==> src/rtl/vga_scanout_if.sv <==
// Framebuffer read bus between the scanout engine and pixel memory.
//   fb_rd_en   : read strobe (scanout -> memory)
//   fb_rd_addr : read address (scanout -> memory)
//   fb_rd_data : pixel returned a fixed number of clocks after the strobe
interface vga_scanout_if #(
  parameter int unsigned ADDR_W   = 19,
  parameter int unsigned PIX_BITS = 1
);
  logic                fb_rd_en;
  logic [ADDR_W-1:0]   fb_rd_addr;
  logic [PIX_BITS-1:0] fb_rd_data;

  modport master (output fb_rd_en, output fb_rd_addr, input fb_rd_data);
  modport slave  (input fb_rd_en, input fb_rd_addr, output fb_rd_data);
endinterface

==> src/rtl/vga_scanout.sv <==
// VGA raster scanout: walks an h/v raster, fetches pixels from a framebuffer
// with fixed read latency, and emits pixel, syncs and a frame-start pulse
// aligned with the returned data.
//   CLK_VGA     : pixel clock
//   reset       : asynchronous active-low reset
//   enable      : run scanout; low returns the raster to (0,0) and idles
//   fb          : framebuffer read bus (master side)
//   VGA_pixel   : registered pixel, 0 outside the active area
//   hsync/vsync : registered syncs, asserted level set by *_POL
//   frame_start : one-clock pulse aligned with pixel (0,0)
module vga_scanout #(
  parameter int unsigned H_ACTIVE   = 640,
  parameter int unsigned H_FP       = 16,
  parameter int unsigned H_SYNC     = 96,
  parameter int unsigned H_BP       = 48,
  parameter int unsigned V_ACTIVE   = 480,
  parameter int unsigned V_FP       = 10,
  parameter int unsigned V_SYNC     = 2,
  parameter int unsigned V_BP       = 33,
  parameter bit          HSYNC_POL  = 1'b0,
  parameter bit          VSYNC_POL  = 1'b0,
  parameter int unsigned PIX_BITS   = 1,
  parameter int unsigned SCALE      = 0,
  parameter int unsigned ADDR_W     = 19,
  parameter int unsigned RD_LATENCY = 1
) (
  input  logic                CLK_VGA,
  input  logic                reset,
  input  logic                enable,
  vga_scanout_if.master       fb,
  output logic [PIX_BITS-1:0] VGA_pixel,
  output logic                hsync,
  output logic                vsync,
  output logic                frame_start
);

  localparam int unsigned H_TOTAL   = H_ACTIVE + H_FP + H_SYNC + H_BP;
  localparam int unsigned V_TOTAL   = V_ACTIVE + V_FP + V_SYNC + V_BP;
  // one extra count of headroom so the sync window end always fits
  localparam int unsigned H_W       = $clog2(H_TOTAL + 1);
  localparam int unsigned V_W       = $clog2(V_TOTAL + 1);
  localparam int unsigned H_SYNC_LO = H_ACTIVE + H_FP;
  localparam int unsigned H_SYNC_HI = H_SYNC_LO + H_SYNC;
  localparam int unsigned V_SYNC_LO = V_ACTIVE + V_FP;
  localparam int unsigned V_SYNC_HI = V_SYNC_LO + V_SYNC;
  localparam int unsigned LINE_PIX  = H_ACTIVE >> SCALE;

  logic [H_W-1:0]      h_cnt_q, h_cnt_d;
  logic [V_W-1:0]      v_cnt_q, v_cnt_d;
  logic                active_c, hsync_c, vsync_c, frame_start_c;
  logic [ADDR_W-1:0]   fb_rd_addr_q, fb_rd_addr_d;
  // stage 0 lines up with the read strobe, stage RD_LATENCY with returned data
  logic [RD_LATENCY:0] act_pipe_q, act_pipe_d;
  logic [RD_LATENCY:0] hs_pipe_q, hs_pipe_d;
  logic [RD_LATENCY:0] vs_pipe_q, vs_pipe_d;
  logic [RD_LATENCY:0] fs_pipe_q, fs_pipe_d;
  logic [PIX_BITS-1:0] pixel_q, pixel_d;
  logic                hsync_q, hsync_d;
  logic                vsync_q, vsync_d;
  logic                frame_start_q, frame_start_d;

  // Raster counters; held at the origin while disabled
  always_comb begin
    h_cnt_d = '0;
    v_cnt_d = '0;
    if (enable) begin
      if (h_cnt_q == H_W'(H_TOTAL - 1)) begin
        h_cnt_d = '0;
        v_cnt_d = (v_cnt_q == V_W'(V_TOTAL - 1)) ? '0 : v_cnt_q + V_W'(1);
      end else begin
        h_cnt_d = h_cnt_q + H_W'(1);
        v_cnt_d = v_cnt_q;
      end
    end
  end

  // Pre-pipeline timing decode, gated so a disabled raster reads as idle
  always_comb begin
    active_c      = enable && (h_cnt_q < H_W'(H_ACTIVE)) && (v_cnt_q < V_W'(V_ACTIVE));
    hsync_c       = enable && (h_cnt_q >= H_W'(H_SYNC_LO)) && (h_cnt_q < H_W'(H_SYNC_HI));
    vsync_c       = enable && (v_cnt_q >= V_W'(V_SYNC_LO)) && (v_cnt_q < V_W'(V_SYNC_HI));
    frame_start_c = enable && (h_cnt_q == '0) && (v_cnt_q == '0);
  end

  // Read address (held between reads) and alignment pipeline
  always_comb begin
    fb_rd_addr_d = fb_rd_addr_q;
    if (active_c) begin
      fb_rd_addr_d = ADDR_W'(v_cnt_q >> SCALE) * ADDR_W'(LINE_PIX) + ADDR_W'(h_cnt_q >> SCALE);
    end
    act_pipe_d = {act_pipe_q[RD_LATENCY-1:0], active_c};
    hs_pipe_d  = {hs_pipe_q[RD_LATENCY-1:0], hsync_c};
    vs_pipe_d  = {vs_pipe_q[RD_LATENCY-1:0], vsync_c};
    fs_pipe_d  = {fs_pipe_q[RD_LATENCY-1:0], frame_start_c};
  end

  // Output stage: mask data outside active area, apply sync polarity
  always_comb begin
    pixel_d       = act_pipe_q[RD_LATENCY] ? fb.fb_rd_data : '0;
    hsync_d       = hs_pipe_q[RD_LATENCY] ? HSYNC_POL : ~HSYNC_POL;
    vsync_d       = vs_pipe_q[RD_LATENCY] ? VSYNC_POL : ~VSYNC_POL;
    frame_start_d = fs_pipe_q[RD_LATENCY];
  end

  always_ff @(posedge CLK_VGA or negedge reset) begin
    if (!reset) begin
      h_cnt_q       <= '0;
      v_cnt_q       <= '0;
      fb_rd_addr_q  <= '0;
      act_pipe_q    <= '0;
      hs_pipe_q     <= '0;
      vs_pipe_q     <= '0;
      fs_pipe_q     <= '0;
      pixel_q       <= '0;
      hsync_q       <= ~HSYNC_POL;
      vsync_q       <= ~VSYNC_POL;
      frame_start_q <= 1'b0;
    end else begin
      h_cnt_q       <= h_cnt_d;
      v_cnt_q       <= v_cnt_d;
      fb_rd_addr_q  <= fb_rd_addr_d;
      act_pipe_q    <= act_pipe_d;
      hs_pipe_q     <= hs_pipe_d;
      vs_pipe_q     <= vs_pipe_d;
      fs_pipe_q     <= fs_pipe_d;
      pixel_q       <= pixel_d;
      hsync_q       <= hsync_d;
      vsync_q       <= vsync_d;
      frame_start_q <= frame_start_d;
    end
  end

  assign fb.fb_rd_en   = act_pipe_q[0];
  assign fb.fb_rd_addr = fb_rd_addr_q;
  assign VGA_pixel     = pixel_q;
  assign hsync         = hsync_q;
  assign vsync         = vsync_q;
  assign frame_start   = frame_start_q;

endmodule
==> src/flat_wrapper.sv <==
// flat-port wrapper written by rule: the top's interface ports become plain ports
module vga_scanout_flat 
#(
  parameter int unsigned H_ACTIVE   = 640,
  parameter int unsigned H_FP       = 16,
  parameter int unsigned H_SYNC     = 96,
  parameter int unsigned H_BP       = 48,
  parameter int unsigned V_ACTIVE   = 480,
  parameter int unsigned V_FP       = 10,
  parameter int unsigned V_SYNC     = 2,
  parameter int unsigned V_BP       = 33,
  parameter bit          HSYNC_POL  = 1'b0,
  parameter bit          VSYNC_POL  = 1'b0,
  parameter int unsigned PIX_BITS   = 1,
  parameter int unsigned SCALE      = 0,
  parameter int unsigned ADDR_W     = 19,
  parameter int unsigned RD_LATENCY = 1
)
  (CLK_VGA, reset, enable, VGA_pixel, hsync, vsync, frame_start, fb_fb_rd_en, fb_fb_rd_addr, fb_fb_rd_data);
  vga_scanout_if #(.ADDR_W(ADDR_W), .PIX_BITS(PIX_BITS)) fb_i ();
  input  logic CLK_VGA;
  input  logic reset;
  input  logic enable;
  output logic [PIX_BITS-1:0] VGA_pixel;
  output logic hsync;
  output logic vsync;
  output logic frame_start;
  output wire logic [$bits(fb_i.fb_rd_en)-1:0] fb_fb_rd_en;
  output wire logic [$bits(fb_i.fb_rd_addr)-1:0] fb_fb_rd_addr;
  input wire logic [$bits(fb_i.fb_rd_data)-1:0] fb_fb_rd_data;
  assign fb_fb_rd_en = fb_i.fb_rd_en;
  assign fb_fb_rd_addr = fb_i.fb_rd_addr;
  assign fb_i.fb_rd_data = fb_fb_rd_data;
  vga_scanout #(.H_ACTIVE(H_ACTIVE), .H_FP(H_FP), .H_SYNC(H_SYNC), .H_BP(H_BP), .V_ACTIVE(V_ACTIVE), .V_FP(V_FP), .V_SYNC(V_SYNC), .V_BP(V_BP), .HSYNC_POL(HSYNC_POL), .VSYNC_POL(VSYNC_POL), .PIX_BITS(PIX_BITS), .SCALE(SCALE), .ADDR_W(ADDR_W), .RD_LATENCY(RD_LATENCY)) u_core (.CLK_VGA(CLK_VGA), .reset(reset), .enable(enable), .fb(fb_i), .VGA_pixel(VGA_pixel), .hsync(hsync), .vsync(vsync), .frame_start(frame_start));
endmodule
==> config.mk <==
export PLATFORM = sky130hd
export DESIGN_NAME = vga_scanout_flat
export DESIGN_NICKNAME = d
export VERILOG_FILES = /design/src/rtl/vga_scanout_if.sv /design/src/rtl/vga_scanout.sv /design/src/flat_wrapper.sv
export SDC_FILE = /design/constraint.sdc
export NUM_CORES = 1
export LEC_CHECK = 0
export ABC_AREA = 1
export BUFFER_PORTS_ARGS = -buffer_cell sky130_fd_sc_hd__buf_2
export CAP_MARGIN = 20
export CELL_PAD_IN_SITES_DETAIL_PLACEMENT = 1
export CELL_PAD_IN_SITES_GLOBAL_PLACEMENT = 1
export CORE_UTILIZATION = 25
export DETAILED_ROUTE_END_ITERATION = 8
export HOLD_SLACK_MARGIN = 0.06
export PLACE_DENSITY = 0.53
export SLEW_MARGIN = 0
export SYNTH_ARGS = -nofsm -noshare
export SYNTH_HDL_FRONTEND = slang
export SYNTH_SLANG_ARGS = --single-unit
==> constraint.sdc <==
create_clock -name CLK_VGA -period 2.75 [get_ports CLK_VGA]
set_input_delay 0.55 -clock CLK_VGA [delete_from_list [all_inputs] [get_ports CLK_VGA]]
set_output_delay 0.55 -clock CLK_VGA [all_outputs]
set_load 0.01 [all_outputs]
---- After elaboration in Yosys (flattened, before gate mapping) ----
Cells that the tools add are included.
operators by class
  add/subtract/negate cells ............... 3
  multipliers ............................. 1
  magnitude comparators ................... 6
  eq/ne operators ......................... 3
  muxes and demuxes ....................... 8
  reduce and logical (&&, ||, !) cells .... 10
operator list
  cell                                                                                  number
  10-bit 2-to-1 mux                                                                     5
  10-bit by 1-bit adder with 10-bit output, second input constant                       2
  10-bit == test, second input constant                                                 2
  10-bit logical NOT                                                                    2
  10-bit < comparator, second input constant                                            2
  10-bit by 9-bit < comparator with 1-bit output, second input constant                 2
  19-bit by 10-bit adder with 19-bit output                                             1
  10-bit by 3-bit multiplier with 12-bit output, second input constant                  1
  10-bit greater-or-equal comparator, second input constant                             1
  10-bit by 9-bit greater-or-equal comparator with 1-bit output, second input constant  1
  1-bit logical AND                                                                     8
  1-bit 2-to-1 mux                                                                      3
  2-bit by 1-bit != test with 1-bit output, second input constant                       1
word-level totals
  register bits after elaboration ......... 51
  input port bits ......................... 4
  output and inout bits ................... 24
  logic and storage cells ................. 42

---- Depth between registers and ports, before layout ----
  depth in word-level cells ............... 4
  gate-level depth with buffers ........... 14
  depth with buffers taken out ............ 14

---- Worst setup path after synthesis ----
Ideal clock, no wire load.
  path kind ............................... reg2reg
  from .................................... register u_core.v_cnt_q[1]
  to ...................................... register u_core.fb_rd_addr_q[18], in the netlist u_core.fb.fb_rd_addr[18]
  setup time .............................. 0.118 ns
  data arrival time ....................... 2.201 ns
  data required time ...................... 2.632 ns
  path slack .............................. 0.431 ns
  cell stages (with the launch flop) ...... 13
  buffers on the path ..................... 0
  clock period less this slack ............ 2.319 ns
  path through ............................ dfrtp_1 ha_1 ha_1 fa_1 nand2_1 inv_1 nand2_1 nor2_1 nand2_1 nor2_1 nand4_1 nand3_1 nand2_1
on the way
  word-level cells in the longest chain between the ends .. 2
  elaborated cells on any way between the ends .. 4
  classes of those cells .................. add/sub (1); mul (1); order compare (1); reduce/logical (1)
RTL lines
  item                                                                                                             RTL line                              text
  from (decl)                                                                                                      vga_scanout.sv:49                     logic [V_W-1:0] v_cnt_q, v_cnt_d;
  from (signal assigned)                                                                                           vga_scanout.sv:120                    v_cnt_q <= v_cnt_d;
  10-bit by 3-bit multiplier with 12-bit output or 10-bit by 9-bit < comparator with 1-bit output (tied branches)  vga_scanout.sv:89, vga_scanout.sv:79
  19-bit by 10-bit adder with 19-bit output or 1-bit logical AND (tied branches)                                   vga_scanout.sv:89, vga_scanout.sv:79
  to (signal assigned)                                                                                             vga_scanout.sv:121                    fb_rd_addr_q <= fb_rd_addr_d;
  to (decl)                                                                                                        vga_scanout.sv:51                     logic [ADDR_W-1:0] fb_rd_addr_q, fb_rd_addr_d;
Several ways; a longest one is shown, not always the timed one.
A chain may end at the register's enable or synchronous reset.

---- Worst setup path after layout ----
  from .................................... register u_core.v_cnt_q[1]
  to ...................................... register u_core.fb_rd_addr_q[17], in the netlist u_core.fb.fb_rd_addr[17]
The elaborated chain is that of the path after synthesis.

==> results.md <==
- Minimum clock period: 2.50 ns
- Worst setup SP type: register
- Post-synth top area share: 0.406
- PwrDens: 430 mW/mm^2
- Highest Clock Rate: 0.400 GHz
- Commonest non-fill, non-tap cell in the layout: nand2_1
- Setup WS post-layout: 0.251 ns
- Post-CTS Repair Setup Buffers: 0
- Core area: 0.0116 mm^2
- DRC viols: 4
- Hold path startpoint: u_core.hs_pipe_q[0]$_DFF_PN0_
- CTS Buf Count: 5
- Fill count: 1433
- Initial antenna violation count: 0
- Cts-stage hold buffer count: 0
- Sw Share: 0.243
- Die Ht: 112 um
- Peak supply drop: 322 uV
- TNS Setup: 0 ns
- Top cell by count, worst path: nand2_1
- Max-slew violations: 0
- Pint: 0.00113 W
- I/O pin cnt: 28
- Largest net degree at the start of global routing: 52
- Clock Sink Count: 51
- Synthesized flop and latch total: 51
- Crit end category: register
- Worst min path class: register to register
- Routability-driven placement congestion ratio: 0.713
- Post-synth ARST share: 1.00
- PortBufs: 27
- Sequential Power Share: 0.519
- Area of the multi-input gates: 0.00148 mm^2
- Routed WL: 7170 um
- RSZ-0062 raised after global routing: false
- Most frequent cells in the layout: nand2_1 (83), inv_1 (58), dfrtp_1 (49)
- Crit Path Class: register to register
- Comb power frac: 0.057
- Die Wd: 112 um
- DR vias: 2446
- WP data required: 2.95 ns
- Register area: 0.00128 mm^2
- CP max stage cell: dfrtp_1
- Crit path DAT: 2.69 ns
- EDFF count, synth: 0
- Drt pass-1 iters: 6
- Area delta synth->final: 14.6%
- Layout cells sized above 1: 0.186
- Row count: 39
- Lkg Pwr: 1.80 nW
- Vias per cell: 4.53
- First-pass GRT wire length: 12200 um
- Max-Slew Margin vs Limit: 0.545
- Worst-margin pin slew: 0.683 ns
- Period utilization: 0.909
- Fin util: 0.298
- Detailed Route Iter0 Violations: 91
- Worst-path clk slew: 0.07 ns
- # setup viols final: 0
- Final Hold Fails: 0
- Synth area leaders: dfrtp_1 (41%), nand2_1 (10%), ha_1 (9.5%), inv_1 (7.2%), o21ai_2 (4.1%)
- Dpl hpwl: 5520 um
- Status: finished with violations
- Clk_skew: 0.0117 ns
- Register area share after synthesis: 0.423
- Clk Tree Root Cell: clkbuf_16
- # diodes: 0
- Nets: 425
- Vias in the first global route: 2449
- Reg2reg path depth: 12
- Max Fanout on Critical Path: 6
- WL/cell: 13.3 um
- Post-synth top area cell: dfrtp_1
- PostCTS Resize Cnt: 0
- Clk Latency, worst-skew pair: 0.30 ns
- Syn_nets: 392
- Top FF cell, synth: dfrtp_1
- Critical Path Start: u_core.v_cnt_q[1]$_DFFE_PN0P_
- Clock network power share: 0.424
- GRT overflow: 0
- Synth warnings: 0
- Place WS: 0.201 ns
- Initial Util: 0.260
- CTS tree: built
- Crit-path max cell delay: 0.45 ns
- Clock buffer depth: 2
- Min-Delay Path Depth: 0
- GRT Overall Usage: 0.122
- Mapped Avg Cell Area: 8.33 um^2
- Gate count of the mapped netlist: 363
- Die area: 0.0125 mm^2
- Mapped Area: 0.00302 mm^2
- Max H-tree Level: 2
- Failing checks: design-rule violations
- Max-cap violations: 0
- CP Cell Sequence: ha_1 > ha_1 > fa_1 > nand2_1 > nand2_1 > nand2_1 > xor2_1 > nor2_1 > nand2_1 > nand3_1 > nand3_1 > nand2_1
- Startpoint of the worst-slack reg-to-reg timing path: u_core.v_cnt_q[1]$_DFFE_PN0P_
- Post-DRT Antenna Nets: 0
- Switch Pwr: 0.000362 W
- Unique masters post-synth: 29
==> final timing paths <==
kind	end	slack, ns
min in group asynchronous	u_core.fb.fb_rd_addr[17]$_DFFE_PN0P_	0.37
max	u_core.fb.fb_rd_addr[17]$_DFFE_PN0P_	0.25
max in group asynchronous	u_core.h_cnt_q[9]$_DFF_PN0_	1.91
max reg2reg	u_core.fb.fb_rd_addr[17]$_DFFE_PN0P_	0.25
min	u_core.hs_pipe_q[1]$_DFF_PN0_	0.35
min reg2reg	u_core.hs_pipe_q[1]$_DFF_PN0_	0.35
==> power groups by stage <==
stage / Combinational [W] / Clock [W] / Sequential (W)
4_1_cts: 0.0000895 / 0.000661 / 0.000774
6_report: 0.0000852 / 0.000631 / 0.000774
3_3_place_gp: 0.0000885 / 0 / 0.000788
3_5_place_dp: 0.0000891 / 0 / 0.000788
5_1_grt: 0.0000965 / 0.000673 / 0.000776
2_1_floorplan: 0.0000470 / 0 / 0.000792
==> critical path, delay by kind of cell, from the launching register on <==
| kind | cells | cell delay (ns) |
|---|---|---|
| adder cells (fa/ha/maj) | 3 | 0.97 |
| AND/OR/NAND/NOR | 8 | 0.65 |
| XOR/XNOR | 1 | 0.32 |
| flip-flops | 1 | 0.45 |
==> cell type report <==
type / instances / share of cell area
Tap cell: 143 / 0.0516
Clock inverter: 2 / 0.00397
Inverter: 59 / 0.0646
Timing Repair Buffer: 31 / 0.0477
Clock buffer: 6 / 0.0372
Multi-Input combinational cell: 248 / 0.426
Sequential cell: 51 / 0.369
==> cell usage after synthesis, types with 2 or more instances <==
cell      n
buf_6     4
fa_1      2
o21ai_0  13
nor4_1    2
o21ai_2  14
nand3_1  22
nand2_1  83
xor2_1    5
ha_1     23
o21a_1    3
nor2_1   27
dfstp_2   2
nor3_1   10
a21oi_1   8
nand4_1   9
nand2_2  15
dfrtp_1  49
inv_1    58
xnor2_1   4
==> flip-flops by register name, indices dropped and copies added (netlist names) <==
name and cells:
u_core.VGA_pixel 1, u_core.fb.fb_rd_addr 19, u_core.vsync 1, u_core.h_cnt_q 10
u_core.vs_pipe_q 2, u_core.hs_pipe_q 2, u_core.fs_pipe_q 2, u_core.frame_start 1
u_core.act_pipe_q 2, u_core.hsync 1, u_core.v_cnt_q 10
==> cell families after synthesis <==
| family | Yosys count | share of synthesized area |
|---|---|---|
| compound gates | 44 | 0.0977 |
| xor+xnor | 9 | 0.0261 |
| fa+ha+maj | 25 | 0.108 |
| buf+inv | 64 | 0.0906 |
| flops | 51 | 0.423 |
| simple gates | 170 | 0.254 |
==> layer usage <==
layer	GRT usage	vias up	wire, um
met5	0	-	0
met4	0.0453	0	112
met3	0.0163	6	165
li1	-	1236	-
met1	0.173	1177	3720
met2	0.190	27	3170
==> through the flow <==
step	area, um^2	std cells	hold slack [ns]	power (W)
floorplan	3020	363	0.254	0.000839
global route	3460	540	0.368	0.00155
global placement	3320	532	0.332	0.000877
detailed placement	3320	532	0.337	0.000878
finish	3460	540	0.348	0.00149
CTS	3460	540	0.352	0.00152
(Power assumes the default switching activity.)
